--- config.mk ---
export PLATFORM = sky130hd
export DESIGN_NAME = branch_resolve_unit_flat
export DESIGN_NICKNAME = d
export VERILOG_FILES = /design/src/rtl/bru_pkg.sv /design/src/rtl/branch_resolve_unit_if.sv /design/src/rtl/pred_queue.sv /design/src/rtl/branch_resolve_unit.sv /design/src/flat_wrapper.sv
export SDC_FILE = /design/constraint.sdc
export NUM_CORES = 1
export LEC_CHECK = 0
export CAP_MARGIN = 20
export CELL_PAD_IN_SITES_DETAIL_PLACEMENT = 0
export CELL_PAD_IN_SITES_GLOBAL_PLACEMENT = 1
export CORE_MARGIN = 4
export CORE_UTILIZATION = 53
export CTS_CLUSTER_SIZE = 24
export DETAILED_ROUTE_END_ITERATION = 10
export GPL_ROUTABILITY_DRIVEN = 0
export PLACE_DENSITY_LB_ADDON = 0.08
export SLEW_MARGIN = 20
export SYNTH_ARGS = -nofsm -noshare
export SYNTH_HDL_FRONTEND = slang
export SYNTH_SLANG_ARGS = --single-unit
--- constraint.sdc ---
create_clock -name clk -period 28.2 [get_ports clk]
set_input_delay 2.82 -clock clk [delete_from_list [all_inputs] [get_ports clk]]
set_output_delay 2.82 -clock clk [all_outputs]
set_load 0.005 [all_outputs]
--- src/rtl/bru_pkg.sv ---
// Shared types and defaults for the branch resolve unit: the prediction record
// kept per in-flight branch, plus the PC width and fall-through increment.
package bru_pkg;

  localparam int BRU_PCW    = 31;
  localparam int BRU_FT_INC = 2;

  typedef struct packed {
    logic [BRU_PCW-1:0] pc;
    logic               pred_taken;
    logic [BRU_PCW-1:0] pred_target;
  } pred_rec_t;

endpackage

--- src/rtl/branch_resolve_unit_if.sv ---
// Bus between fetch/EX (master) and the branch resolve unit (slave).
// Push handshake: a record transfers on a clk edge where push_valid_i && push_ready_o.
interface branch_resolve_unit_if #(
  parameter int PCW    = bru_pkg::BRU_PCW,
  parameter int QDEPTH = 8
);
  localparam int CW = $clog2(QDEPTH) + 1;

  logic           push_valid_i;
  logic           push_ready_o;
  logic [PCW-1:0] push_pc_i;
  logic           push_pred_taken_i;
  logic [PCW-1:0] push_pred_target_i;

  logic           res_valid_i;
  logic           res_taken_i;
  logic [PCW-1:0] res_target_i;

  logic           feedback_valid_o;
  logic [PCW-1:0] set_pc_o;
  logic           set_taken_o;
  logic [PCW-1:0] set_target_o;
  logic           redirect_valid_o;
  logic [PCW-1:0] redirect_pc_o;
  logic           underflow_err_o;
  logic [CW-1:0]  q_count_o;

  modport master (
    output push_valid_i, push_pc_i, push_pred_taken_i, push_pred_target_i,
    output res_valid_i, res_taken_i, res_target_i,
    input  push_ready_o, feedback_valid_o, set_pc_o, set_taken_o, set_target_o,
    input  redirect_valid_o, redirect_pc_o, underflow_err_o, q_count_o
  );

  modport slave (
    input  push_valid_i, push_pc_i, push_pred_taken_i, push_pred_target_i,
    input  res_valid_i, res_taken_i, res_target_i,
    output push_ready_o, feedback_valid_o, set_pc_o, set_taken_o, set_target_o,
    output redirect_valid_o, redirect_pc_o, underflow_err_o, q_count_o
  );
endinterface

--- src/rtl/pred_queue.sv ---
// Circular FIFO of prediction records with push/pop/flush; pointers carry one
// extra wrap bit and a separate occupancy count is kept.
module pred_queue #(
  parameter int W     = 8,
  parameter int DEPTH = 8
) (
  input  logic                       clk,
  input  logic                       rst_n,
  input  logic                       push_valid,
  input  logic [W-1:0]               push_data,
  input  logic                       pop,
  input  logic                       flush,
  output logic                       full,
  output logic [$clog2(DEPTH):0]     count,
  output logic [W-1:0]               head_data
);
  localparam int AW = $clog2(DEPTH);
  localparam int CW = AW + 1;

  logic [W-1:0]  mem [DEPTH];
  logic [AW:0]   head_ptr;
  logic [AW:0]   tail_ptr;
  logic          push_ok;
  logic          pop_ok;

  assign full      = (count == CW'(DEPTH));
  // A flushing cycle discards the incoming record as wrong-path work.
  assign push_ok   = push_valid && !full && !flush;
  assign pop_ok    = pop && (count != '0);
  assign head_data = mem[head_ptr[AW-1:0]];

  always_ff @(posedge clk) begin
    if (!rst_n) begin
      head_ptr <= '0;
      tail_ptr <= '0;
      count    <= '0;
    end else if (flush) begin
      head_ptr <= tail_ptr;
      count    <= '0;
    end else begin
      if (push_ok) tail_ptr <= tail_ptr + 1'b1;
      if (pop_ok)  head_ptr <= head_ptr + 1'b1;
      count <= count + CW'(push_ok) - CW'(pop_ok);
    end
  end

  always_ff @(posedge clk) begin
    if (push_ok) mem[tail_ptr[AW-1:0]] <= push_data;
  end

endmodule

--- src/rtl/branch_resolve_unit.sv ---
// Pops the oldest prediction on each EX resolve, updates the predictor and
// redirects fetch on a mispredict. Optional counters under BRU_STATS_EN.
module branch_resolve_unit
  import bru_pkg::*;
#(
  parameter int PCW    = BRU_PCW,
  parameter int QDEPTH = 8,
  parameter int FT_INC = BRU_FT_INC
) (
  input  logic                  clk,
  input  logic                  rst_n,
  branch_resolve_unit_if.slave  bus
`ifdef BRU_STATS_EN
  ,
  output logic [15:0]           stat_branches_o,
  output logic [15:0]           stat_mispred_o
`endif
);
  localparam int CW = $clog2(QDEPTH) + 1;

  pred_rec_t     push_rec;
  pred_rec_t     head_rec;
  logic          full;
  logic [CW-1:0] count;
  logic          do_pop;
  logic          mispredict;
  logic          flush;

  assign push_rec.pc          = bus.push_pc_i;
  assign push_rec.pred_taken  = bus.push_pred_taken_i;
  assign push_rec.pred_target = bus.push_pred_target_i;

  pred_queue #(
    .W     ($bits(pred_rec_t)),
    .DEPTH (QDEPTH)
  ) u_queue (
    .clk        (clk),
    .rst_n      (rst_n),
    .push_valid (bus.push_valid_i),
    .push_data  (push_rec),
    .pop        (do_pop),
    .flush      (flush),
    .full       (full),
    .count      (count),
    .head_data  (head_rec)
  );

  assign do_pop     = bus.res_valid_i && (count != '0);
  assign mispredict = (head_rec.pred_taken != bus.res_taken_i) ||
                      (bus.res_taken_i && (head_rec.pred_target != bus.res_target_i));
  assign flush      = do_pop && mispredict;

  // Ready never credits a same-cycle pop, and is held low while in reset.
  assign bus.push_ready_o = !full && rst_n;
  assign bus.q_count_o    = count;

  always_ff @(posedge clk) begin
    if (!rst_n) begin
      bus.feedback_valid_o <= 1'b0;
      bus.redirect_valid_o <= 1'b0;
      bus.set_pc_o         <= '0;
      bus.set_taken_o      <= 1'b0;
      bus.set_target_o     <= '0;
      bus.redirect_pc_o    <= '0;
      bus.underflow_err_o  <= 1'b0;
    end else begin
      bus.feedback_valid_o <= do_pop;
      bus.redirect_valid_o <= flush;
      if (do_pop) begin
        bus.set_pc_o      <= head_rec.pc;
        bus.set_taken_o   <= bus.res_taken_i;
        // Not-taken updates rewrite the old predicted target so the BTB keeps it.
        bus.set_target_o  <= bus.res_taken_i ? bus.res_target_i : head_rec.pred_target;
        bus.redirect_pc_o <= bus.res_taken_i ? bus.res_target_i
                                             : head_rec.pc + PCW'(FT_INC);
      end
      if (bus.res_valid_i && (count == '0)) bus.underflow_err_o <= 1'b1;
    end
  end

`ifdef BRU_STATS_EN
  always_ff @(posedge clk) begin
    if (!rst_n) begin
      stat_branches_o <= '0;
      stat_mispred_o  <= '0;
    end else begin
      if (do_pop && (stat_branches_o != 16'hFFFF)) stat_branches_o <= stat_branches_o + 16'd1;
      if (flush && (stat_mispred_o != 16'hFFFF))   stat_mispred_o  <= stat_mispred_o + 16'd1;
    end
  end
`endif

endmodule

--- src/flat_wrapper.sv ---
// flat-port wrapper written by rule: the top's interface ports become plain ports
module branch_resolve_unit_flat import bru_pkg::*;
#(
  parameter int PCW    = BRU_PCW,
  parameter int QDEPTH = 8,
  parameter int FT_INC = BRU_FT_INC
)
  (clk, rst_n, bus_push_valid_i, bus_push_pc_i, bus_push_pred_taken_i, bus_push_pred_target_i, bus_res_valid_i, bus_res_taken_i, bus_res_target_i, bus_push_ready_o, bus_feedback_valid_o, bus_set_pc_o, bus_set_taken_o, bus_set_target_o, bus_redirect_valid_o, bus_redirect_pc_o, bus_underflow_err_o, bus_q_count_o);
  branch_resolve_unit_if #(.PCW(PCW), .QDEPTH(QDEPTH)) bus_i ();
  input  logic clk;
  input  logic rst_n;
  input wire logic [$bits(bus_i.push_valid_i)-1:0] bus_push_valid_i;
  input wire logic [$bits(bus_i.push_pc_i)-1:0] bus_push_pc_i;
  input wire logic [$bits(bus_i.push_pred_taken_i)-1:0] bus_push_pred_taken_i;
  input wire logic [$bits(bus_i.push_pred_target_i)-1:0] bus_push_pred_target_i;
  input wire logic [$bits(bus_i.res_valid_i)-1:0] bus_res_valid_i;
  input wire logic [$bits(bus_i.res_taken_i)-1:0] bus_res_taken_i;
  input wire logic [$bits(bus_i.res_target_i)-1:0] bus_res_target_i;
  output wire logic [$bits(bus_i.push_ready_o)-1:0] bus_push_ready_o;
  output wire logic [$bits(bus_i.feedback_valid_o)-1:0] bus_feedback_valid_o;
  output wire logic [$bits(bus_i.set_pc_o)-1:0] bus_set_pc_o;
  output wire logic [$bits(bus_i.set_taken_o)-1:0] bus_set_taken_o;
  output wire logic [$bits(bus_i.set_target_o)-1:0] bus_set_target_o;
  output wire logic [$bits(bus_i.redirect_valid_o)-1:0] bus_redirect_valid_o;
  output wire logic [$bits(bus_i.redirect_pc_o)-1:0] bus_redirect_pc_o;
  output wire logic [$bits(bus_i.underflow_err_o)-1:0] bus_underflow_err_o;
  output wire logic [$bits(bus_i.q_count_o)-1:0] bus_q_count_o;
  assign bus_i.push_valid_i = bus_push_valid_i;
  assign bus_i.push_pc_i = bus_push_pc_i;
  assign bus_i.push_pred_taken_i = bus_push_pred_taken_i;
  assign bus_i.push_pred_target_i = bus_push_pred_target_i;
  assign bus_i.res_valid_i = bus_res_valid_i;
  assign bus_i.res_taken_i = bus_res_taken_i;
  assign bus_i.res_target_i = bus_res_target_i;
  assign bus_push_ready_o = bus_i.push_ready_o;
  assign bus_feedback_valid_o = bus_i.feedback_valid_o;
  assign bus_set_pc_o = bus_i.set_pc_o;
  assign bus_set_taken_o = bus_i.set_taken_o;
  assign bus_set_target_o = bus_i.set_target_o;
  assign bus_redirect_valid_o = bus_i.redirect_valid_o;
  assign bus_redirect_pc_o = bus_i.redirect_pc_o;
  assign bus_underflow_err_o = bus_i.underflow_err_o;
  assign bus_q_count_o = bus_i.q_count_o;
  branch_resolve_unit #(.PCW(PCW), .QDEPTH(QDEPTH), .FT_INC(FT_INC)) u_core (.clk(clk), .rst_n(rst_n), .bus(bus_i));
endmodule
==> metrics <==
max-cap violations=0; antenna-violating nets left=0; initial core utilization=53.53%; Fill cells=3431; Crit. Startpoint=rst_n; CP Launch Type=input pin; PortBufs=200; HPWL after detailed placement=37.81 mm; ys async rst share=0%; worst setup path category=in -> out; CTS Buf Count=61; global-route usage over all layers=24.29%; register bit total from synthesis=614; Clock Sinks=614; chip height=224.6 um; CTS resizes=0; root buf cell=clkbuf_16; Synth Instances=1463; number of flops mapped to enable cells by yosys=around 500; synthesized area=24870 um^2; top-area cell type share of the netlist area=between 60% and 70%; status=finished, final reports clean; drt drc=0; Reg2Reg Setup Slack=approximately 22 ns; Max FO, Critical Path=41; Tmin final=6.868 ns; Reg2Reg Capture Point=u_core.u_queue.mem[6][55]; vias in the first global route=13980; Slew headroom=29.97%; initial antenna violation count=7; Top delay family on crit path=buffers and inverters; Crit path depth=5; Worst R2R Path Depth=11; Worst IR Drop VDD=0.00005890 V; worst min path class=reg -> reg; RSZ-0062 raised after global routing=no; reported leakage power=9.360 nW; die area=slightly above 50000 um^2; slowest stage cell on the critical path=clkdlybuf4s50_1; register area share after synthesis=69.72%; worst setup margin=21.33 ns; Power Total=0.002760 W; TritonCTS clock tree=yes; Clock Skew=0.03156 ns; Max Root-Sink Buffers=3; routed len/inst=26.40 um; largest net degree at the start of global routing=93; worst path buffer plus inverter count=4; Cell variety after synth=76; crit path cell chain=buf_2 -> buf_4 -> inv_2 -> nor2_1 -> clkdlybuf4s50_1; via count=13990; initial DRC count=roughly 1400; Power Density=94.22 nW/um^2; critical path required time=25.38 ns; Core Footprint=roughly 46000 um^2; aggregate negative setup slack=0 ns; signal arrival time at the worst endpoint=between 4 and 5 ns; Storage cell area=between 15000 and 20000 um^2; max frequency=145.6 MHz; layout cell share with drive strength beyond 1=approximately 14%; worst setup path end=bus_push_ready_o; largest area contributor in the netlist=edfxtp_1; Slew @ Worst Pin=~1.1 ns; Hold Vio Cnt, Final=0; CTS clock-pin slew for the worst setup and hold paths=0.06 ns; CP endpoint kind=output pin; Nets=1778; Area Growth Syn to Fin=17.80%; Place WS=21.33 ns; placed standard-cell area=27240 um^2; Post-CTS Hold Buffers=0; most common cell in the netlist=edfxtp_1; Design Area, Final=29290 um^2; Syn. warnings=0; setup bufs post-CTS=0; Multi-input gate area=6877 um^2; top cells by count, synth=edfxtp_1 (504), dfxtp_1 (110), mux2i_1 (85), nor2_1 (85), mux4_2 (84); Post-Route WL=around 60 mm; drt pass-1 iters=5; largest cells by area after synthesis=edfxtp_1 (61%), dfxtp_1 (8.9%), mux4_2 (7.6%); Net Count, Synth=1572; max-slew violations=0; Tcrit/Tclk final=between 20 and 25%; H-Tree Depth=2; Clk Latency, worst-skew pair=0.62 ns; vias per cell=between 6 and 7; Setup violations, final=0; Worst path max stage delay=around 0.52 ns; die width=between 200 and 250 um; syn_area_per_cell=17.00 um^2; I/O pin cnt=between 200 and 250; GRT overflow=0; Rows=79; global-route wire length before repair=about 90 mm; prevailing post-synth register cell=edfxtp_1
[registers in the layout (all words and copies together) (netlist names), named ones only]
name / cells
u_core.u_queue.mem: 504
u_core.u_queue.head_ptr: 3
u_core.bus.redirect_valid_o: 1
u_core.u_queue.tail_ptr: 3
u_core.u_queue.count: 4
u_core.bus.set_pc_o: 31
u_core.bus.underflow_err_o: 1
u_core.bus.set_target_o: 31
u_core.bus.set_taken_o: 1
u_core.bus.redirect_pc_o: 31
u_core.bus.feedback_valid_o: 1
[per-stage QoR]
step,cells,hold WS (ns),util (%)
after global routing,2328,0.4862,63.05
after detailed placement,2212,0.4465,58.64
after floorplan,1463,0.4482,-
after global placement,2212,0.4441,58.64
after CTS,2327,0.4562,63.03
final,2329,0.4540,63.05
[per-layer routing]
metal / global-route usage, % / up-vias / wire length, um
li1: - / 6241 / -
met1: 35.59 / 7128 / 26490
met2: 38.19 / 514 / 29040
met3: 4.999 / 90 / 4581
met4: 5.988 / 12 / 1304
met5: 0 / - / 72
[cells in the final DEF, fill, tap and decap left out, types with 5 or more instances in the layout]
master           instances
a21oi_1                 43
buf_4                   31
a22o_1                  17
nor3_1                  29
mux2i_1                 85
xor2_1                  24
nand2b_1                11
nand4b_1                 5
clkbuf_1                18
nor2_1                  85
nand3_1                  9
nor4b_2                  6
xnor2_1                 16
nand3b_1                 9
o21ai_0                 63
nor2b_1                 14
a31oi_1                  5
clkinv_1                 9
clkbuf_8                10
clkbuf_16               62
nor4_1                   5
or3_1                   14
clkinv_2                 6
ha_1                     9
mux4_2                  84
dfxtp_1                107
nand2_1                 69
clkdlybuf4s50_1        198
o311ai_0                10
mux4_1                  24
edfxtp_1               504
inv_1                    9
bufinv_16                6
o211ai_1                12
a211oi_1                37
[area by class of cell]
type	count	area share [%]
tap	607	2.593
timing repair buffer	230	7.578
clock inverter	25	0.9654
multi-input combinational	751	23.48
inverter	11	0.1580
clock buffer	90	5.997
sequential	614	59.22
antenna	1	0.008543
[cell families (layout without fill, tap and decap cells)]
kind of cell,Yosys count,after routing,synth area share (%)
AOI/OAI and AO/OA,215,215,5.746
other,0,1,0
buffers and inverters,98,356,2.838
DFF,614,614,69.72
xor gates and xnor gates,40,40,1.409
muxes,197,197,13.75
and+or+nand+nor,289,289,6.008
adders and majority gates,10,10,0.5334
[power breakdown]
part	leakage [nW]	total, W	switching, W	internal (W)
clock	0.987	0.000815	0.000331	0.000484
sequential	5.47	0.00117	0.0000756	0.00109
combinational	2.90	0.000775	0.000417	0.000358
[tightest hold or removal path, delay by kind of cell (launching register included)]
kind | cells | cell delay, ns
and+or+nand+nor | 1 | 0.05
AOI/OAI and AO/OA | 1 | 0.05
DFF | 1 | 0.31
[how the worst min path moves through the flow]
stage | from | to | slack, ns | depth (start not counted)
2_1_floorplan | u_core.bus.set_target_o[15] | u_core.bus.set_target_o[15] | 0.45 | 2
3_3_place_gp | u_core.bus.set_target_o[3] | u_core.bus.set_target_o[3] | 0.44 | 2
3_5_place_dp | u_core.bus.set_target_o[20] | u_core.bus.set_target_o[20] | 0.45 | 2
4_1_cts | u_core.bus.set_target_o[17] | u_core.bus.set_target_o[17] | 0.46 | 2
5_1_grt | u_core.bus.set_target_o[17] | u_core.bus.set_target_o[17] | 0.49 | 2
6_report | u_core.bus.set_target_o[1] | u_core.bus.set_target_o[1] | 0.45 | 2
(Power assumes the default switching activity.)
